<file path="src/rtl/mem_arb_pkg.sv">
// Shared types and helpers for the memory-bus arbiter: FSM encoding,
// transfer direction constants and counter sizing.
package mem_arb_pkg;

    typedef enum logic [1:0] {
        IDLE   = 2'd0,
        ACCESS = 2'd1,
        DONE   = 2'd2
    } state_t;

    localparam logic DIR_READ  = 1'b1;
    localparam logic DIR_WRITE = 1'b0;

    // Bits needed to hold values 0..max_val, never less than one.
    function automatic int cnt_width(input int max_val);
        return (max_val > 1) ? $clog2(max_val + 1) : 1;
    endfunction

endpackage

</file>
<file path="src/rtl/rr_arbiter.sv">
// One-hot winner selection over CHANNELS requesters, with optional fixed
// priority for channel 0 and a round-robin pointer advanced on each grant.
module rr_arbiter
    import mem_arb_pkg::*;
#(
    parameter int CHANNELS     = 2,
    parameter bit CPU_PRIORITY = 1'b1
) (
    input  logic                i_clk,
    input  logic                i_reset_n,
    input  logic [CHANNELS-1:0] i_req,
    input  logic                i_grant_en,
    output logic [CHANNELS-1:0] o_grant
);
    localparam int PTR_W = (CHANNELS > 1) ? $clog2(CHANNELS) : 1;
    // In CPU-priority mode channel 0 never takes a round-robin slot.
    localparam logic [PTR_W-1:0] WRAP_PTR =
        (CPU_PRIORITY && CHANNELS > 1) ? PTR_W'(1) : '0;

    logic [PTR_W-1:0]    r_ptr;
    logic [CHANNELS-1:0] w_elig;
    logic [CHANNELS-1:0] w_mask;
    logic [CHANNELS-1:0] w_src;
    logic [CHANNELS-1:0] w_onehot;
    logic [PTR_W-1:0]    w_idx;
    logic                w_found;

    always_comb begin
        w_elig   = i_req;
        w_mask   = '0;
        w_onehot = '0;
        w_idx    = '0;
        w_found  = 1'b0;
        if (CPU_PRIORITY) begin
            w_elig[0] = 1'b0;
        end
        for (int i = 0; i < CHANNELS; i++) begin
            w_mask[i] = (PTR_W'(i) >= r_ptr);
        end
        // Requesters at or above the pointer first, then wrap to the rest.
        w_src = ((w_elig & w_mask) != '0) ? (w_elig & w_mask) : w_elig;
        for (int i = 0; i < CHANNELS; i++) begin
            if (w_src[i] && !w_found) begin
                w_onehot[i] = 1'b1;
                w_idx       = PTR_W'(i);
                w_found     = 1'b1;
            end
        end
        if (CPU_PRIORITY && i_req[0]) begin
            w_onehot    = '0;
            w_onehot[0] = 1'b1;
            w_idx       = '0;
        end
    end

    always_ff @(posedge i_clk) begin
        if (!i_reset_n) begin
            r_ptr <= '0;
        end else if (i_grant_en) begin
            if (w_idx == PTR_W'(CHANNELS - 1)) begin
                r_ptr <= WRAP_PTR;
            end else begin
                r_ptr <= w_idx + PTR_W'(1);
            end
        end
    end

    assign o_grant = w_onehot;

endmodule

</file>
<file path="src/rtl/mem_arbiter.sv">
// Memory-bus arbiter and access sequencer: grants one master, drives the
// registered bus strobes through wait states, ready handshake and timeout.
module mem_arbiter
    import mem_arb_pkg::*;
#(
    parameter int WIDTH_MAIN   = 8,
    parameter int WIDTH_AX     = 16,
    parameter int CHANNELS     = 2,
    parameter int WAIT_STATES  = 1,
    parameter bit CPU_PRIORITY = 1'b1,
    parameter int TIMEOUT      = 0
) (
    input  logic                           clk,
    input  logic                           reset,
    input  logic [CHANNELS-1:0]            req,
    input  logic [CHANNELS-1:0]            dir,
    input  logic [CHANNELS*WIDTH_AX-1:0]   addr,
    input  logic [CHANNELS*WIDTH_MAIN-1:0] wdata,
    output logic [CHANNELS-1:0]            ack,
    output logic                           err,
    output logic [WIDTH_MAIN-1:0]          rdata,
    output logic [CHANNELS-1:0]            grant,
    output logic                           busy,
    output logic [WIDTH_AX-1:0]            mem_addr,
    output logic [WIDTH_MAIN-1:0]          mem_wdata,
    output logic                           mem_re,
    output logic                           mem_we,
    input  logic [WIDTH_MAIN-1:0]          mem_rdata,
    input  logic                           mem_ready,
    output logic [1:0]                     dbg_state
);
    localparam int CNT_W  = cnt_width(WAIT_STATES);
    localparam int TCNT_W = cnt_width(TIMEOUT);

    state_t                r_state;
    logic [CNT_W-1:0]      r_cnt;
    logic [TCNT_W-1:0]     r_tcnt;
    logic                  r_dir;
    logic [CHANNELS-1:0]   r_ack;
    logic                  r_err;
    logic [WIDTH_MAIN-1:0] r_rdata;
    logic [CHANNELS-1:0]   r_grant;
    logic [WIDTH_AX-1:0]   r_mem_addr;
    logic [WIDTH_MAIN-1:0] r_mem_wdata;
    logic                  r_mem_re;
    logic                  r_mem_we;

    logic                  w_start;
    logic [CHANNELS-1:0]   w_grant;
    logic [WIDTH_AX-1:0]   w_addr_sel;
    logic [WIDTH_MAIN-1:0] w_wdata_sel;
    logic                  w_dir_sel;

    assign w_start = (r_state == IDLE) && (req != '0);

    rr_arbiter #(
        .CHANNELS     (CHANNELS),
        .CPU_PRIORITY (CPU_PRIORITY)
    ) u_rr (
        .i_clk      (clk),
        .i_reset_n  (reset),
        .i_req      (req),
        .i_grant_en (w_start),
        .o_grant    (w_grant)
    );

    always_comb begin
        w_addr_sel  = '0;
        w_wdata_sel = '0;
        w_dir_sel   = DIR_WRITE;
        for (int i = 0; i < CHANNELS; i++) begin
            if (w_grant[i]) begin
                w_addr_sel  = addr[i*WIDTH_AX +: WIDTH_AX];
                w_wdata_sel = wdata[i*WIDTH_MAIN +: WIDTH_MAIN];
                w_dir_sel   = dir[i];
            end
        end
    end

    always_ff @(posedge clk) begin
        if (!reset) begin
            r_state     <= IDLE;
            r_cnt       <= '0;
            r_tcnt      <= '0;
            r_dir       <= DIR_WRITE;
            r_ack       <= '0;
            r_err       <= 1'b0;
            r_rdata     <= '0;
            r_grant     <= '0;
            r_mem_addr  <= '0;
            r_mem_wdata <= '0;
            r_mem_re    <= 1'b0;
            r_mem_we    <= 1'b0;
        end else begin
            case (r_state)
                IDLE: begin
                    if (w_start) begin
                        r_state     <= ACCESS;
                        r_mem_addr  <= w_addr_sel;
                        r_mem_wdata <= w_wdata_sel;
                        r_dir       <= w_dir_sel;
                        r_mem_re    <= (w_dir_sel == DIR_READ);
                        r_mem_we    <= (w_dir_sel == DIR_WRITE);
                        r_grant     <= w_grant;
                        r_cnt       <= CNT_W'(WAIT_STATES);
                        r_tcnt      <= '0;
                    end
                end
                ACCESS: begin
                    // Ready is only looked at once the wait states have run out.
                    if (r_cnt != '0) begin
                        r_cnt <= r_cnt - CNT_W'(1);
                    end else if (mem_ready) begin
                        if (r_dir == DIR_READ) begin
                            r_rdata <= mem_rdata;
                        end
                        r_ack    <= r_grant;
                        r_mem_re <= 1'b0;
                        r_mem_we <= 1'b0;
                        r_state  <= DONE;
                    end else if (TIMEOUT != 0) begin
                        if (r_tcnt == TCNT_W'(TIMEOUT - 1)) begin
                            if (r_dir == DIR_READ) begin
                                r_rdata <= '1;
                            end
                            r_ack    <= r_grant;
                            r_err    <= 1'b1;
                            r_mem_re <= 1'b0;
                            r_mem_we <= 1'b0;
                            r_state  <= DONE;
                        end else begin
                            r_tcnt <= r_tcnt + TCNT_W'(1);
                        end
                    end
                end
                DONE: begin
                    r_ack   <= '0;
                    r_err   <= 1'b0;
                    r_grant <= '0;
                    r_state <= IDLE;
                end
                default: begin
                    r_state <= IDLE;
                end
            endcase
        end
    end

    assign ack       = r_ack;
    assign err       = r_err;
    assign rdata     = r_rdata;
    assign grant     = r_grant;
    assign busy      = (r_state != IDLE);
    assign mem_addr  = r_mem_addr;
    assign mem_wdata = r_mem_wdata;
    assign mem_re    = r_mem_re;
    assign mem_we    = r_mem_we;
    assign dbg_state = r_state;

endmodule

</file>
<file path="config.mk">
export PLATFORM = sky130hd
export DESIGN_NAME = mem_arbiter
export DESIGN_NICKNAME = d
export VERILOG_FILES = /design/src/rtl/mem_arb_pkg.sv /design/src/rtl/rr_arbiter.sv /design/src/rtl/mem_arbiter.sv
export SDC_FILE = /design/constraint.sdc
export NUM_CORES = 1
export LEC_CHECK = 0
export CAP_MARGIN = 20
export CORE_AREA = 2 2 91 93
export DETAILED_ROUTE_END_ITERATION = 12
export DIE_AREA = 0 0 93 95
export GPL_TIMING_DRIVEN = 0
export HOLD_SLACK_MARGIN = 0.03
export SYNTH_ARGS = -nofsm -noshare
export SYNTH_HDL_FRONTEND = slang
export SYNTH_SLANG_ARGS = --single-unit
export TNS_END_PERCENT = 50
</file>
<file path="constraint.sdc">
create_clock -name clk -period 2.3 [get_ports clk]
set_clock_uncertainty 0.2 [all_clocks]
set_input_delay 0.575 -clock clk [delete_from_list [all_inputs] [get_ports clk]]
set_output_delay 0.575 -clock clk [all_outputs]
set_load 0.005 [all_outputs]
</file>
## Word-level counts from Yosys, hierarchy flattened

Index checks and enable logic that the tools add are counted.

| word-level totals | value |
|---|---|
| register bits after elaboration | 43 |
| output and inout bits | 42 |
| logic and storage cells | 70 |
| bits of input ports | 63 |

| operators by class | value |
|---|---|
| equality and inequality tests | 5 |
| $lt $le $gt $ge | 2 |
| muxes and demuxes | 30 |
| bitwise logic cells | 3 |
| reductions and logical operators | 17 |
| add/subtract/negate cells | 2 |

Operator list:

| cell | number |
|---|---|
| $mux W16 | 2 |
| $mux W2 | 8 |
| $mux W8 | 2 |
| $mux W1 | 12 |
| $pmux W2 S2 | 3 |
| $reduce_bool A2 Y1 | 6 |
| $reduce_and A4 Y1 | 2 |
| $pmux W1 S2 | 3 |
| $reduce_and A2 Y1 | 3 |
| $reduce_and A3 Y1 | 2 |
| $ne A2 B2 Y1 const B | 2 |
| $and A2 B2 Y2 | 1 |
| $eq A2 B1 Y1 const B | 1 |
| $eq A2 B2 Y1 const B | 1 |
| $ge A1 B1 Y1 const A | 2 |
| $logic_and A1 B1 Y1 | 2 |
| $logic_not A2 Y1 | 1 |
| $ne A2 B1 Y1 const B | 1 |
| $not A1 Y1 | 2 |
| $add A1 B1 Y1 const B | 1 |
| $logic_not A1 Y1 | 1 |
| $sub A1 B1 Y1 const B | 1 |

## Depth between registers and ports, before layout

Gate-level depths: netlist of run 1.

| depth | value |
|---|---|
| depth after elaboration | 14 |
| mapped depth | 6 |
| depth with buffers taken out | 3 |

## Hierarchy

A second synthesis of run 1 with hierarchy kept.

| unflattened totals | value |
|---|---|
| cell total of the unflattened synthesis | 201 |
| area, all modules | 1,861.8 µm² |

Modules (own cells, without submodules):

| module | cells an instance | area each (µm²) | seq. area each (µm²) | instances |
|---|---|---|---|---|
| mem_arbiter | 199 | 1,840.5 | 840.8 | 1 |
| rr_arbiter | 2 | 21.3 | 0.0 | 1 |

## Worst setup path after synthesis of run 1

No wires, ideal clock.

| timing | value |
|---|---|
| path type | in2reg |
| start | input port req[1] |
| end | register r_mem_addr[0] (netlist: mem_addr[0]) |
| slack | 0.460 ns |
| setup time | 0.122 ns |
| path buffers | 3 |
| required time | 1.978 ns |
| arrival | 1.518 ns |
| cell stages on the path | 6 |
| cell sequence | buf_4 -> nor2b_4 -> and3_4 -> buf_6 -> buf_6 -> a221o_1 |

| on the way | value |
|---|---|
| cells in the longest elaborated chain, start to end | 9 |
| elaborated cells between the ends (all ways) | 13 |
| those cells by class | mux: 6; bitwise: 1; reduce/logical: 6 |

RTL lines:

| item | line | text |
|---|---|---|
| from (decl) | mem_arbiter.sv:15 | `input logic [CHANNELS-1:0] req,` |
| $and A2 B2 Y2 | rr_arbiter.sv:41 | `w_src = ((w_elig & w_mask) != '0) ? (w_elig & w_mask) : w_elig;` |
| $reduce_bool A2 Y1 | rr_arbiter.sv:41 |  |
| $mux W2 | rr_arbiter.sv:41 |  |
| $mux W1 | rr_arbiter.sv:43 | `if (w_src[i] && !w_found) begin` |
| $logic_not A1 Y1 | rr_arbiter.sv:43 |  |
| $logic_and A1 B1 Y1 | rr_arbiter.sv:43 |  |
| $mux W1 | rr_arbiter.sv:43 |  |
| $mux W2 | rr_arbiter.sv:49 | `if (CPU_PRIORITY && i_req[0]) begin` |
| $mux W16 | mem_arbiter.sv:72 | `if (w_grant[i]) begin` |
| to (signal assigned) | mem_arbiter.sv:99 | `r_mem_addr <= w_addr_sel;` |
| to (decl) | mem_arbiter.sv:43 | `logic [WIDTH_AX-1:0] r_mem_addr;` |

Several ways; a longest one is shown, not always the timed one.
A chain may end at the register's enable or synchronous reset.

## Worst setup path after layout of run 1

| timing | value |
|---|---|
| start | register r_state[1] (netlist: dbg_state[1]) |
| end | output port dbg_state[1] |

RTL lines:

| item | line | text |
|---|---|---|
| from (decl) | mem_arbiter.sv:35 | `state_t r_state;` |
| from (signal assigned) | mem_arbiter.sv:82 | `r_state <= IDLE;` |
| from (signal assigned) | mem_arbiter.sv:98 | `r_state <= ACCESS;` |
| from (signal assigned) | mem_arbiter.sv:120 | `r_state <= DONE;` |
| to (decl) | mem_arbiter.sv:30 | `output logic [1:0] dbg_state` |

No word-level cell between the ends.

==> flow_summary_export.csv, run 1 <==
group,metric,value,unit
layout,utilization,40.77,%
power_and_ir_drop,internal-power,1516,µW
clock_tree,cts_made_buffers,5,
worst_setup_path,path_buf_inv,2,
die,die_area,8835,µm²
power_and_ir_drop,p_clk_share,35.3,%
worst_setup_path,crit_chain,"buf_4 -> clkdlybuf4s50_1",
sta,fmax,479.1,MHz
yosys,yosys.area.top_type,"dfxtp_1",
yosys,netlist_area,1899,µm²
die,die_w,93,µm
clock_tree,cts-root-to-sink-buffers,2,
power_and_ir_drop,p_comb_share,23.4,%
grt,grt_max_degree,15,
yosys,async_reset_ff_share,0,%
power_and_ir_drop,p_leak,0.001268,µW
place,place.gp.congestion,0.7139,
worst_hold_path,hp-class,"reg -> reg",
sta,tightest_slew,0.5542,ns
clock_tree,cts-root-buf,"clkbuf_8",
status,status,"complete, no violations",
yosys,synth_top_area_share,44.27,%
grt,grt_use_total,12.68,%
worst_setup_path,cp.required,1.52,ns
sta,min_period,2.087,ns
place,port_buffers,102,
yosys,ys_seq_elements,42,
yosys,synth_area_leaders,"dfxtp_1 (44%), a221o_1 (7.9%), nand2_1 (5.5%), and2_1 (4.9%), a311oi_2 (4.7%)",
die,core.rowCount,33,
sta,hold_viol_final,0,
grt,antenna_found_initial,0,
worst_setup_path,slowest_delay,0.48,ns
drt,first_pass_iters,4,
grt,grt_pass1_wl,8728,µm
yosys,synth_edf_count,0,
yosys,ys_seq_area_share,44.27,%
job,cap_violations,0,
drt,drtAntennaViolNets,0,
layout,layout.cells.non_filler,409,
drt,drt_iter0_markers,29,
die,die_height,95,µm
power_and_ir_drop,switching_share,23.84,%
sta,slew_viol_final,0,
yosys,postSynthCellCount,190,
drt,wl_per_cell,13.91,µm
worst_setup_path,cp_top_family,"buffers and inverters",
sta,setup_violations,0,
drt,wl,5688,µm
place,placed_area,3052,µm²
clock_tree,cts.clk_slew.worst_paths,0.09,ns
power_and_ir_drop,ir_worst_vdd,0.2333,mV
place,hpwlAfterDp,4197,µm
layout,finalInstanceArea,3232,µm²
drt,via_per_inst,4.511,
layout,drive_above_1_share,14.80,%
worst_setup_path,critPathCaptureType,"output port",
layout,diodes,0,
worst_setup_path,setup.worst_path.start_class,"flip-flop",
power_and_ir_drop,cellPowerDensity,616.1,nW/µm²
drt,drc,0,
yosys,synth_nets,253,
power_and_ir_drop,p_total,1991,µW
worst_setup_path,cp.arrival,1.31,ns
place,placedCellCount,397,
yosys,synth_cell_types,40,
layout,synthToLayoutAreaGrowth,70.16,%
worst_setup_path,path_class,"reg -> out",
yosys,syn_avg_cell_area,9.996,µm²
yosys,synthFlopType,"dfxtp_1",
clock_tree,cts_tree,"yes",
die,core-area,7928,µm²
power_and_ir_drop,p_sw,474.7,µW
clock_tree,clock_latency,0.30,ns
clock_tree,cts_hold_buf,0,
worst_setup_path,path_max_fanout,7,
layout,nNetsFinal,366,
worst_setup_path,cpMaxStageDelayCell,"clkdlybuf4s50_1",
sta,relSlewSlack,63.05,%
power_and_ir_drop,p_seq_share,41.3,%
die,io_pins,105,
yosys,ys_warn_count,0,
sta,final.setup.tns,0,ns
grt,grt_pass1_vias,1733,
clock_tree,ctsHtreeMaxLevel,2,
sta,final.period_utilization,90.76,%
drt,via_count,1845,
grt,gr-total-overflow,0,
sta,rsz0062_at_grt,"no",
clock_tree,cts.sinks,42,
die,initial_core_util,23.96,%
[repair_timing]
item | CTS | global route
endpoints found under the setup margin | 1 | 1
buffers inserted | 1 | 3
resized for setup | 5 | 1
pin swaps | 1 | 0
[cell usage after synthesis, types with 2 or more instances]
cell and count:
a211oi_2 3, buf_2 5, a21oi_1 14, a22oi_1 4
a221o_1 15, mux2i_1 8, and2_1 15, clkbuf_1 3
dfxtp_1 42, nor2_1 4, buf_4 4, buf_6 4
inv_2 2, a311oi_2 6, nand3b_1 9, nand2_1 28
[worst register-to-register path: stages (launching register included)]
cell	delay (ns)
dfxtp_4	0.41
nor2_4	0.05
buf_4	0.16
and3_4	0.17
buf_6	0.13
buf_6	0.14
a221o_1	0.30
[state kept, by name, summed over array words and instances, names as in the netlist]
register,flops
mem_we,1
mem_re,1
dbg_state,2
mem_addr,16
mem_wdata,8
grant,2
ack,2
r_dir,1
rdata,8
r_cnt,1
[per-stage QoR]
stage                     hold WS [ns]  setup WS [ns]
after global placement          0.2458       -0.07879
final                           0.2679         0.2126
after CTS                       0.2718        0.02210
after floorplan                 0.2544         0.4598
after detailed placement        0.2600       -0.08877
after global routing            0.2855         0.1471
[kinds of logic after synthesis]
family	after synthesis	synth area share, %
AO/OA/AOI/OAI	50	23.52
multiplexers	8	4.216
other	1	0.1974
flip-flops	42	44.27
buffers and inverters	20	6.653
AND/OR/NAND/NOR	69	21.15
[power groups by stage]
| stage | combinational [µW] | clock [µW] | sequential, µW |
|---|---|---|---|
| final | 466 | 702 | 823 |
| after global routing | 506 | 760 | 831 |
| after CTS | 465 | 728 | 826 |
| after detailed placement | 458 | 0 | 842 |
| after global placement | 454 | 0 | 842 |
| after floorplan | 190 | 0 | 843 |
[final timing paths]
check | depth (start not counted) | end | from | slack, ns
max reg2reg | 6 | mem_wdata[6] | dbg_state[1] | 0.63
min | 2 | rdata[7] | rdata[7] | 0.27
max | 2 | dbg_state[1] | dbg_state[1] | 0.21
min reg2reg | 2 | rdata[7] | rdata[7] | 0.27
[cell type report]
cell class | instances | area, µm²
inverters | 3 | 11.26
flip-flops and latches | 42 | 848.3
clock buffers | 5 | 68.82
fillers | 795 | 4696
plain buffers | 17 | 117.6
clock inverters | 3 | 68.82
well taps | 105 | 131.4
repair buffers | 106 | 1054
multi-input cells | 128 | 932.1
[layout by cell type, fill, tap and decap left out, types with 2 or more instances in the layout]
cell	count
buf_4	9
clkdlybuf4s50_1	101
nand3b_1	9
mux2i_1	8
a221o_1	15
a22oi_1	4
nand2_1	28
and2_1	15
bufinv_16	2
clkbuf_8	5
buf_6	4
dfxtp_4	2
clkbuf_1	3
a21oi_1	14
nor2_1	4
dfxtp_1	40
a211oi_2	3
buf_2	4
a311oi_2	6
inv_2	2
[routing by layer]
metal,track usage (%),up-vias,routed length [µm]
met5,0,-,0
met2,20.47,74,2584
met1,15.62,859,2572
met3,5.347,2,511
met4,3.309,0,19
li1,-,910,-
Note: power is estimated with default switching activity, not from simulation.
==> run 2: changes to the inputs <==
- ABC_CLOCK_PERIOD_IN_PS: not set -> 2300
==> results of run 2 <==
Same layout as run 1: the final DEF is identical, and so are final timing and power.
